`src/rtl/pipe_stage_chain.sv`:
```
// In-order pipeline register chain with per-stage valid bits, one-place freeze /
// bubble / squash control, and saturating occupancy and event counters.
module pipe_stage_chain #(
  parameter int STAGES       = 5,
  parameter int WIDTH        = 16,
  parameter int BUBBLE_STAGE = 1,
  parameter int CNT_W        = 32,
  localparam int FW          = (STAGES > 1) ? $clog2(STAGES) : 1
) (
  input  logic                      clk,
  input  logic                      rst_n,
  input  logic                      in_valid,
  input  logic [WIDTH-1:0]          in_data,
  output logic                      in_ready,
  input  logic                      imem_resp,
  input  logic                      mem_stall,
  input  logic                      hazard_stall,
  input  logic                      flush,
  input  logic [FW-1:0]             flush_stage,
  output logic [STAGES-1:0]         stage_valid,
  output logic [STAGES*WIDTH-1:0]   stage_data,
  output logic                      out_valid,
  output logic [WIDTH-1:0]          out_data,
  output logic [CNT_W-1:0]          stall_cycles,
  output logic [CNT_W-1:0]          bubble_count,
  output logic [CNT_W-1:0]          flush_count,
  output logic [CNT_W-1:0]          retire_count
);

  logic [STAGES-1:0] valid_q;
  logic [STAGES-1:0] valid_d;
  logic [WIDTH-1:0]  data_q [STAGES];
  logic [WIDTH-1:0]  data_d [STAGES];

  // shift_* is what each stage would load when the pipe moves forward by one.
  logic [STAGES-1:0] shift_v;
  logic [WIDTH-1:0]  shift_d [STAGES];

  logic advance;
  int   f_idx;

  logic stall_ev;
  logic bubble_ev;
  logic flush_ev;
  logic retire_ev;

  assign advance  = imem_resp && !mem_stall;
  assign in_ready = advance && !flush && !hazard_stall;

  always_comb begin
    f_idx = int'(flush_stage);
    if (f_idx > STAGES - 1) f_idx = STAGES - 1;
  end

  always_comb begin
    shift_v    = '0;
    shift_v[0] = in_valid;
    shift_d[0] = in_valid ? in_data : '0;
    for (int k = 1; k < STAGES; k++) begin
      shift_v[k] = valid_q[k-1];
      shift_d[k] = data_q[k-1];
    end
  end

  // Priority: flush over hazard bubble over normal advance; freeze holds all.
  always_comb begin
    valid_d = valid_q;
    for (int k = 0; k < STAGES; k++) data_d[k] = data_q[k];

    if (flush) begin
      for (int k = 0; k < STAGES; k++) begin
        if (advance) begin
          if (k <= f_idx) begin
            valid_d[k] = 1'b0;
            data_d[k]  = '0;
          end else begin
            valid_d[k] = shift_v[k];
            data_d[k]  = shift_d[k];
          end
        end else if (k < f_idx) begin
          valid_d[k] = 1'b0;
          data_d[k]  = '0;
        end
      end
    end else if (advance && hazard_stall) begin
      for (int k = 0; k < STAGES; k++) begin
        if (k == BUBBLE_STAGE) begin
          valid_d[k] = 1'b0;
          data_d[k]  = '0;
        end else if (k > BUBBLE_STAGE) begin
          valid_d[k] = shift_v[k];
          data_d[k]  = shift_d[k];
        end
      end
    end else if (advance) begin
      valid_d = shift_v;
      for (int k = 0; k < STAGES; k++) data_d[k] = shift_d[k];
    end
  end

  assign stall_ev  = !advance;
  assign bubble_ev = advance && hazard_stall && !flush;
  assign flush_ev  = flush;
  // A flush reaching the oldest stage squashes its entry instead of retiring it.
  assign retire_ev = advance && valid_q[STAGES-1] && !(flush && (f_idx == STAGES - 1));

  always_ff @(posedge clk or negedge rst_n) begin
    if (!rst_n) begin
      valid_q <= '0;
      for (int k = 0; k < STAGES; k++) data_q[k] <= '0;
    end else begin
      valid_q <= valid_d;
      for (int k = 0; k < STAGES; k++) data_q[k] <= data_d[k];
    end
  end

  always_ff @(posedge clk or negedge rst_n) begin
    if (!rst_n) begin
      stall_cycles <= '0;
      bubble_count <= '0;
      flush_count  <= '0;
      retire_count <= '0;
    end else begin
      if (stall_ev && (stall_cycles != '1))  stall_cycles <= stall_cycles + CNT_W'(1);
      if (bubble_ev && (bubble_count != '1)) bubble_count <= bubble_count + CNT_W'(1);
      if (flush_ev && (flush_count != '1))   flush_count  <= flush_count + CNT_W'(1);
      if (retire_ev && (retire_count != '1)) retire_count <= retire_count + CNT_W'(1);
    end
  end

  always_comb begin
    stage_data = '0;
    for (int k = 0; k < STAGES; k++) stage_data[k*WIDTH +: WIDTH] = data_q[k];
  end

  assign stage_valid = valid_q;
  assign out_valid   = valid_q[STAGES-1];
  assign out_data    = data_q[STAGES-1];

endmodule

```
`config.mk`:
```
export PLATFORM = sky130hd
export DESIGN_NAME = pipe_stage_chain
export DESIGN_NICKNAME = d
export VERILOG_FILES = /design/src/rtl/pipe_stage_chain.sv
export SDC_FILE = /design/constraint.sdc
export NUM_CORES = 1
export LEC_CHECK = 0
export CAP_MARGIN = 15
export CORE_AREA = 2 2 141 143
export DETAILED_ROUTE_END_ITERATION = 6
export DIE_AREA = 0 0 143 145
export DONT_BUFFER_PORTS = 1
export MAX_ROUTING_LAYER = met4
export PLACE_DENSITY = 0.71
export SETUP_SLACK_MARGIN = 0.2
export SKIP_CTS_REPAIR_TIMING = 1
export SLEW_MARGIN = 15
export SYNTH_ARGS = -nofsm -noshare
export SYNTH_HDL_FRONTEND = slang
export SYNTH_SLANG_ARGS = --single-unit
export TNS_END_PERCENT = 10
```
`constraint.sdc`:
```
create_clock -name clk -period 2.3 [get_ports clk]
set_input_delay 0.69 -clock clk [delete_from_list [all_inputs] [get_ports clk]]
set_output_delay 0.69 -clock clk [all_outputs]
set_load 0.01 [all_outputs]
```
==> impl_results.md, run 1 <==
- Outcome: finished with violations
- Failing checks: negative hold slack
- Area growth syn-to-layout: 13.3%
- Post-route antenna net violation count: 0
- Lkg Pwr: 5.05 nW
- Final hold slack: -141 ps
- Ports: 257
- Post-Synthesis Cells: 794
- Max-slew violations: 0
- First-pass GRT wire length: 35.7 mm
- Slew headroom: 24.8%
- Slowest stage delay, CP: 460 ps
- Commonest non-fill, non-tap cell in the layout: dfrtp_1
- Max cap viols: 0
- Max rail drop VDD: 688 uV
- Most used DFF post-synth: dfrtp_1
- Post-synthesis instance area: 9440 sq um
- Initial antenna violation count: 0
- TritonCTS Sinks: 213
- Drt via density: 5.90
- Actual slew at the worst max-slew pin: 1120 ps
- Drc violations: 0
- Gr ovfl total: 0
- Most frequent cells in the layout: 213 x dfrtp_1, 84 x a22o_1, 72 x xnor2_1, 55 x nand3_1, 53 x buf_4
- #FFs+latches synth: 213
- Unique masters post-synth: 52
- Slowest cell on crit path: or3_4
- Fmax: 464 MHz
- Core ar.: 19200 sq um
- Routed WL: 21.9 mm
- RSZ-0062 raised after global routing: yes
- Ratio of cells with drive above 1 in the final layout: 13.8%
- CTS tree: built
- Clock slew seen by the registers of the worst setup and hold paths: 60 ps
- Nets@finish: 855
- Starting DRC count in detailed routing: 295
- WL/cell: 19.8 um
- Root Driver: clkbuf_16
- Final worst path period share: 93.7%
- Worst skew pair latency: 520 ps
- Die Span Y: 145 um
- Asr flop ratio synth: 100%
- # port buffers: 0
- Worst path cell trace: ha_1 -> nand3_1 -> or3_4 -> nor4_4 -> buf_4 -> nor4b_1 -> xor2_1
- Clk buf depth: 3
- CTS buffer count: 23
- CP required: 2660 ps
- Die area: 20700 sq um
- Routed via count: 6523
- Crit path time final: 2160 ps
- CP Data Arrival Time: 2520 ps
- Final setup fails: 0
- Startpoint types: flop
- Row count: 51
- H-tree depth: 1
- Fin. Hold Viols: 213
- Worst Hold Class: primary input to async pin
- Post-Route Utilization: 55.7%
- Initial core utilization: 49.2%
- Placer Congestion: 0.858
- Pwr dens: 803 nW/um^2
- Synthesis Warnings: 0
- Syn avg cell area: 11.9 sq um
- GRT Overall Usage: 21.7%
- Post-synth net total: 824
- First-pass detailed-route iteration total: 4
- Overall die width: 143 um
- Number of global-route vias before repair: 6342
- Largest net degree at the start of global routing: 214
- Max FO, Critical Path: 7
- Post-DP HPWL: 15.5 mm
- Crit end category: flop
- Critical path type: flop to flop
- N_diodes: 0
- Post-synth EDFFs: 0
- Clk_skew: 25.7 ps
- Setup TNS: 0 ps
- Seq/Total Area, Yosys: 56.4%
[cell families (layout without fill, tap and decap cells)]
group | after synthesis | after routing | synth area share [%]
buffers and inverters | 50 | 97 | 3.05
AND/OR/NAND/NOR | 301 | 301 | 18.9
AO/OA/AOI/OAI | 98 | 98 | 9.08
flip-flops | 213 | 213 | 56.4
XOR/XNOR | 123 | 123 | 11.4
adder cells (fa/ha/maj) | 4 | 4 | 0.530
multiplexers | 5 | 5 | 0.623
[layout make-up]
type / count / area (sq um)
Sequential cell: 213 / 5330
Inverter: 3 / 11.3
Clock inverter: 14 / 174
Timing Repair Buffer: 53 / 398
Tap cell: 265 / 332
Fill cell: 1576 / 8510
Clock buffer: 27 / 611
Multi-Input combinational cell: 531 / 3840
[flip-flops by register name, indices dropped and copies added, names as in the netlist]
register,count
bubble_count,32
out_data,16
retire_count,32
flush_count,32
stage_valid,5
stage_data,64
stall_cycles,32
[synthesized netlist by cell type, types with 4 or more instances]
master | number | area, sq um
clkbuf_1 | 13 | 48.8
dfrtp_1 | 213 | 5330
xnor2_1 | 72 | 631
nand4_1 | 49 | 307
nand2_1 | 41 | 154
buf_2 | 11 | 55.1
nor4_1 | 14 | 87.6
nor3_1 | 24 | 120
xor2_1 | 51 | 447
a22o_1 | 84 | 736
nor4b_1 | 5 | 43.8
nand3_1 | 55 | 275
nor3_2 | 4 | 40.0
ha_1 | 4 | 50.1
buf_4 | 17 | 128
and3_1 | 35 | 219
nor2_1 | 23 | 86.3
and2_1 | 11 | 68.8
and4_1 | 17 | 149
[layer usage]
| metal | up-vias | routed length [um] | track usage [%] |
|---|---|---|---|
| met5 | - | 0 | - |
| li1 | 2991 | - | - |
| met2 | 227 | 10200 | 32.8 |
| met3 | 56 | 2030 | 7.92 |
| met4 | 0 | 660 | 6.63 |
| met1 | 3249 | 9080 | 27.4 |
[critical path: cells and delay by family (launching register included)]
| kind | cells | cell delay [ps] |
|---|---|---|
| adder cells (fa/ha/maj) | 1 | 190 |
| flip-flops | 1 | 350 |
| AND/OR/NAND/NOR | 4 | 1110 |
| XOR/XNOR | 1 | 140 |
| buffers and inverters | 1 | 220 |
[worst paths after layout]
check | startpoint | to | slack [ps] | cells after the start
worst max-delay path | retire_count[1]$_DFFE_PN0P_ | retire_count[5]$_DFFE_PN0P_ | 140 | 7
worst min-delay path | rst_n | flush_count[22]$_DFFE_PN0P_ | -140 | 0
worst max register to register | retire_count[1]$_DFFE_PN0P_ | retire_count[5]$_DFFE_PN0P_ | 140 | 7
worst min register to register | bubble_count[8]$_DFFE_PN0P_ | bubble_count[8]$_DFFE_PN0P_ | 490 | 1
max in group asynchronous | rst_n | retire_count[16]$_DFFE_PN0P_ | 2170 | 0
min in group clk | in_data[13] | stage_data[13]$_DFFE_PN0P_ | 290 | 1
[through the flow]
step / hold slack [ps] / cell area (sq um) / setup WS, ps / std cells / power, W
global placement: 400 / 9890 / 163 / 1064 / 0.00483
global route: -164 / 10700 / 55.3 / 1106 / 0.00895
floorplan: 394 / 9450 / 213 / 794 / 0.00460
detailed placement: 399 / 9890 / 122 / 1064 / 0.00486
finish: -141 / 10700 / 145 / 1106 / 0.00859
CTS: -164 / 10700 / 139 / 1105 / 0.00868
[where the power goes]
group          internal (W)  switching [W]
clock network       0.00226        0.00154
logic              0.000264       0.000340
registers           0.00391       0.000267
total               0.00644        0.00215
(Power assumes the default switching activity.)
==> run 2: changes to the inputs <==
==> constraint.sdc (replaced) <==
create_clock -name clk -period 2.6 [get_ports clk]
set_input_delay 0.78 -clock clk [delete_from_list [all_inputs] [get_ports clk]]
set_output_delay 0.78 -clock clk [all_outputs]
set_load 0.01 [all_outputs]
==> impl_results.md, run 2 (synthesized netlist as in run 1, its figures left out) <==
- R2R depth: 7
- Number of global-route vias before repair: 6184
- Gr ovfl total: 0
- Final hold slack: -29.4 ps
- RR Startpoint: retire_count[0]$_DFFE_PN0P_
- Starting DRC count in detailed routing: 373
- Crit path time final: 2270 ps
- Area growth syn-to-layout: 10.2%
- CTS buffer count: 23
- N_diodes: 0
- Post-route antenna net violation count: 0
- First-pass GRT wire length: 34.7 mm
- Internal: 0.00554 W
- Failing checks: negative hold slack
- Ratio of cells with drive above 1 in the final layout: 9.58%
- Die Span Y: 145 um
- Max-slew violations: 0
- Fin. Hold Viols: 158
- Routed WL: 21.2 mm
- Combinational share of power: 5.3%
- Post-DP HPWL: 15.0 mm
- Nets@finish: 821
- Placed instance count: 1030
- Die area: 20700 sq um
- CP Data Arrival Time: 2640 ps
- Most frequent cells in the layout: 213 x dfrtp_1, 84 x a22o_1, 72 x xnor2_1, 55 x nand3_1, 51 x xor2_1
- CP required: 2980 ps
- Placer Congestion: 0.837
- Clk buf depth: 3
- Max rail drop VDD: 547 uV
- Psw: 0.00183 W
- Dpl ws: 103 ps
- Slew headroom: 28.9%
- Row count: 51
- Clk_skew: 13.8 ps
- Largest net degree at the start of global routing: 214
- Final std cells w/o fill: 1069
- Slowest stage delay, CP: 470 ps
- Crit end category: flop
- Crit. Startpoint: retire_count[0]$_DFFE_PN0P_
- WL/cell: 19.8 um
- PnR worst setup slack: 335 ps
- Pwr dens: 708 nW/um^2
- Overall die width: 143 um
- CTS tree: built
- Ports: 257
- RSZ-0062 raised after global routing: yes
- H-tree depth: 1
- Worst Hold Class: primary input to async pin
- Setup TNS: 0 ps
- Max cap viols: 0
- Drc violations: 0
- Final setup fails: 0
- Worst skew pair latency: 510 ps
- Lkg Pwr: 4.83 nW
- Fmax: 441 MHz
- Clock Power Share: 43.4%
- GRT Overall Usage: 21.1%
- Drt via density: 5.88
- Final worst path period share: 87.1%
- Core ar.: 19200 sq um
- Initial antenna violation count: 0
- Root Driver: clkbuf_16
- Commonest non-fill, non-tap cell in the layout: dfrtp_1
- Clock slew seen by the registers of the worst setup and hold paths: 60 ps
- Switching portion of total power: 24.8%
- Worst path cell trace: ha_1 -> nand3_1 -> or3_4 -> nor4_4 -> buf_4 -> nor4b_1 -> xor2_1
- Outcome: finished with violations
- Sequential Power Share: 51.3%
- Max FO, Critical Path: 8
- Startpoint types: flop
- Actual slew at the worst max-slew pin: 1060 ps
- Critical path type: flop to flop
- Slowest cell on crit path: dfrtp_1
- Initial core utilization: 49.2%
- Routed via count: 6288
- TritonCTS Sinks: 213
- Post-Route Utilization: 54.2%
- # port buffers: 0
- First-pass detailed-route iteration total: 5
- Largest register FFs: 64
-- run 2: changes by cell type in the layout (fill, tap and decap cells not counted), sizes merged --
cell | before | now
clkbuf | 27 | 32
bufinv | 3 | 1
clkinvlp | 1 | 2
buf | 53 | 19
clkinv | 7 | 1
inv | 6 | 5
-- run 2: through the flow --
| stage | hold WS (ps) | power [W] | cell area (sq um) |
|---|---|---|---|
| after floorplan | 484 | 0.00407 | 9440 |
| after global placement | 489 | 0.00422 | 9650 |
| after detailed placement | 488 | 0.00423 | 9650 |
| after CTS | -66.6 | 0.00746 | 10400 |
| after global routing | -65.7 | 0.00770 | 10400 |
| final | -29.4 | 0.00737 | 10400 |
-- run 2: area by class of cell --
cell class              instances  area (sq um)
clock inverters                 6          78.8
inverters                       3          11.3
multi-input cells             531          3830
fillers                      1648          8800
flip-flops and latches        213          5330
repair buffers                 19           155
well taps                     265           332
clock buffers                  32           669
-- run 2: worst max-delay path: cells and delay by family (launching register included) --
kind	cells	cell delay, ps
AND/OR/NAND/NOR	4	1070
XOR/XNOR	1	170
adder cells (fa/ha/maj)	1	210
flip-flops	1	470
buffers and inverters	1	220
-- run 2: power by group through the flow --
stage	clock (W)	combinational, W	sequential, W
after global placement	0	0.000384	0.00383
after floorplan	0	0.000321	0.00375
after global routing	0.00345	0.000450	0.00380
final	0.00320	0.000392	0.00378
after detailed placement	0	0.000393	0.00384
after CTS	0.00329	0.000396	0.00378
-- run 2: path summary, 6_finish.rpt --
| path | to | slack, ps |
|---|---|---|
| worst max-delay path | retire_count[11]$_DFFE_PN0P_ | 330 |
| worst min-delay path | flush_count[24]$_DFFE_PN0P_ | -30 |
| worst max register to register | retire_count[11]$_DFFE_PN0P_ | 330 |
| worst min register to register | flush_count[27]$_DFFE_PN0P_ | 540 |
| max in group asynchronous | retire_count[11]$_DFFE_PN0P_ | 2400 |
| min in group clk | stage_data[0]$_DFFE_PN0P_ | 400 |
-- run 2: per-layer routing --
metal	routed length [um]	GRT usage [%]
met2	9980	31.4
met4	465	5.59
met1	8910	27.9
met3	1830	6.80
met5	0	-
==> run 3: changes to the inputs <==
--- a/config.mk
+++ b/config.mk
@@ -11,7 +11,7 @@
 export DIE_AREA = 0 0 143 145
 export DONT_BUFFER_PORTS = 1
 export MAX_ROUTING_LAYER = met4
-export PLACE_DENSITY = 0.71
+export PLACE_DENSITY = 0.7
 export SETUP_SLACK_MARGIN = 0.2
 export SKIP_CTS_REPAIR_TIMING = 1
 export SLEW_MARGIN = 15
==> impl_results.md, run 3 (synthesized netlist as in run 1, its figures left out) <==
- Die area: 20700 sq um
- Post-place instance area: 9620 sq um
- GRT Overall Usage: 21.1%
- Overall die width: 143 um
- Pwr dens: 724 nW/um^2
- Slowest stage delay, CP: 480 ps
- Worst path cell trace: ha_1 -> nand3_1 -> or3_4 -> nor4_4 -> nor2_2 -> mux2_4
- R2R depth: 6
- Metal2 WL: 10.5 mm
- DR top layer: met4
- Startpoint types: flop
- CP required: 2990 ps
- Drt via density: 6.03
- Outcome: finished with violations
- Die Span Y: 145 um
- Met3 wire length: 1.75 mm
- Post-DP HPWL: 15.4 mm
- Drc violations: 0
- Final setup fails: 0
- Row count: 51
- Layout filler cell count: 1590
- Max FO, Critical Path: 11
- R2R setup slack: 240 ps
- Number of global-route vias before repair: 6411
- Worst path buffer plus inverter count: 0
- H-tree depth: 1
- Clock slew seen by the registers of the worst setup and hold paths: 60 ps
- Critical path type: flop to flop
- Worst flop-to-flop path endpoint: retire_count[1]$_DFFE_PN0P_
- CTS tree: built
- Clk buf depth: 3
- Gr ovfl total: 0
- Clk_skew: 15.2 ps
- First-pass GRT wire length: 34.9 mm
- Starting DRC count in detailed routing: 282
- Dpl ws: 190 ps
- WL/cell: 20.3 um
- Most frequent cells in the layout: 213 x dfrtp_1, 84 x a22o_1, 72 x xnor2_1, 55 x nand3_1, 51 x xor2_1
- Root Driver: clkbuf_16
- Largest register FFs: 64
- TritonCTS Sinks: 213
- Final hold slack: -42.2 ps
- Final worst path period share: 90.7%
- N_diodes: 0
- Routed WL: 21.7 mm
- Max rail drop VDD: 449 uV
- Post-route cell area: 10400 sq um
- Initial core utilization: 49.2%
- Slew headroom: 34.3%
- Failing checks: negative hold slack
- Lkg Pwr: 4.85 nW
- Initial antenna violation count: 0
- Fin. Hold Viols: 86
- Post-route antenna net violation count: 0
- CTS buffer count: 23
- RSZ-0062 raised after global routing: yes
- Placer Congestion: 0.865
- Actual slew at the worst max-slew pin: 981 ps
- Ports: 257
- First-pass detailed-route iteration total: 5
- PnR worst setup slack: 241 ps
- Setup TNS: 0 ps
- Max cap viols: 0
- # port buffers: 0
- Area growth syn-to-layout: 10.3%
- Nets@finish: 818
- Commonest non-fill, non-tap cell in the layout: dfrtp_1
- Slowest cell on crit path: nor4_4
- RR Startpoint: retire_count[0]$_DFFE_PN0P_
- Max-slew violations: 0
- Crit path time final: 2360 ps
- CP Data Arrival Time: 2750 ps
- Worst skew pair latency: 520 ps
- Ratio of cells with drive above 1 in the final layout: 9.71%
- Largest net degree at the start of global routing: 214
- Crit end category: flop
- Crit path max-delay family: simple AND/OR/NAND/NOR gates
- Core ar.: 19200 sq um
- WL met1: 8.86 mm
- Worst Hold Class: primary input to async pin
- Fmax: 424 MHz
- Routed via count: 6438
-- run 3: cell count changes in the layout (fill, tap and decap cells not counted), sizes merged --
cell	delta
inv	+1
clkinvlp	-2
clkinv	+4
clkbuf	-3
bufinv	+2
buf	-3
-- run 3: per-stage QoR --
step | std cells | util, % | total power, W
final | 1068 | 54.2 | 0.00754
after global placement | 1028 | 50.1 | 0.00420
after floorplan | 794 | - | 0.00407
after detailed placement | 1028 | 50.1 | 0.00423
after global routing | 1068 | 54.2 | 0.00785
after CTS | 1068 | 54.2 | 0.00762
-- run 3: area by class of cell --
type	instances	area [sq um]	area share, %
Clock buffer	29	638	6.13
Clock inverter	11	153	1.47
Inverter	3	11.3	0.108
Multi-Input combinational cell	531	3830	36.8
Sequential cell	213	5330	51.2
Tap cell	265	332	3.18
Timing Repair Buffer	16	120	1.15
-- run 3: worst max-delay path by stage --
stage / start / end / slack [ps] / cells past startpoint
after floorplan: mem_stall / in_ready / 300 / 4
after global placement: retire_count[0]$_DFFE_PN0P_ / retire_count[1]$_DFFE_PN0P_ / 270 / 6
after detailed placement: retire_count[0]$_DFFE_PN0P_ / retire_count[1]$_DFFE_PN0P_ / 190 / 6
after CTS: retire_count[0]$_DFFE_PN0P_ / retire_count[1]$_DFFE_PN0P_ / 160 / 6
after global routing: retire_count[0]$_DFFE_PN0P_ / retire_count[1]$_DFFE_PN0P_ / 140 / 6
final: retire_count[0]$_DFFE_PN0P_ / retire_count[1]$_DFFE_PN0P_ / 240 / 6
-- run 3: report_power, final --
group	internal [W]	total (W)	switching, W
clock	0.00205	0.00336	0.00132
combinational	0.000179	0.000396	0.000216
sequential	0.00346	0.00378	0.000317
total	0.00569	0.00754	0.00185
-- run 3: per-layer routing --
metal | track usage, % | vias to the layer above
met5 | - | -
met4 | 5.54 | 0
met3 | 6.50 | 39
met2 | 33.9 | 238
met1 | 26.0 | 3245
li1 | - | 2916
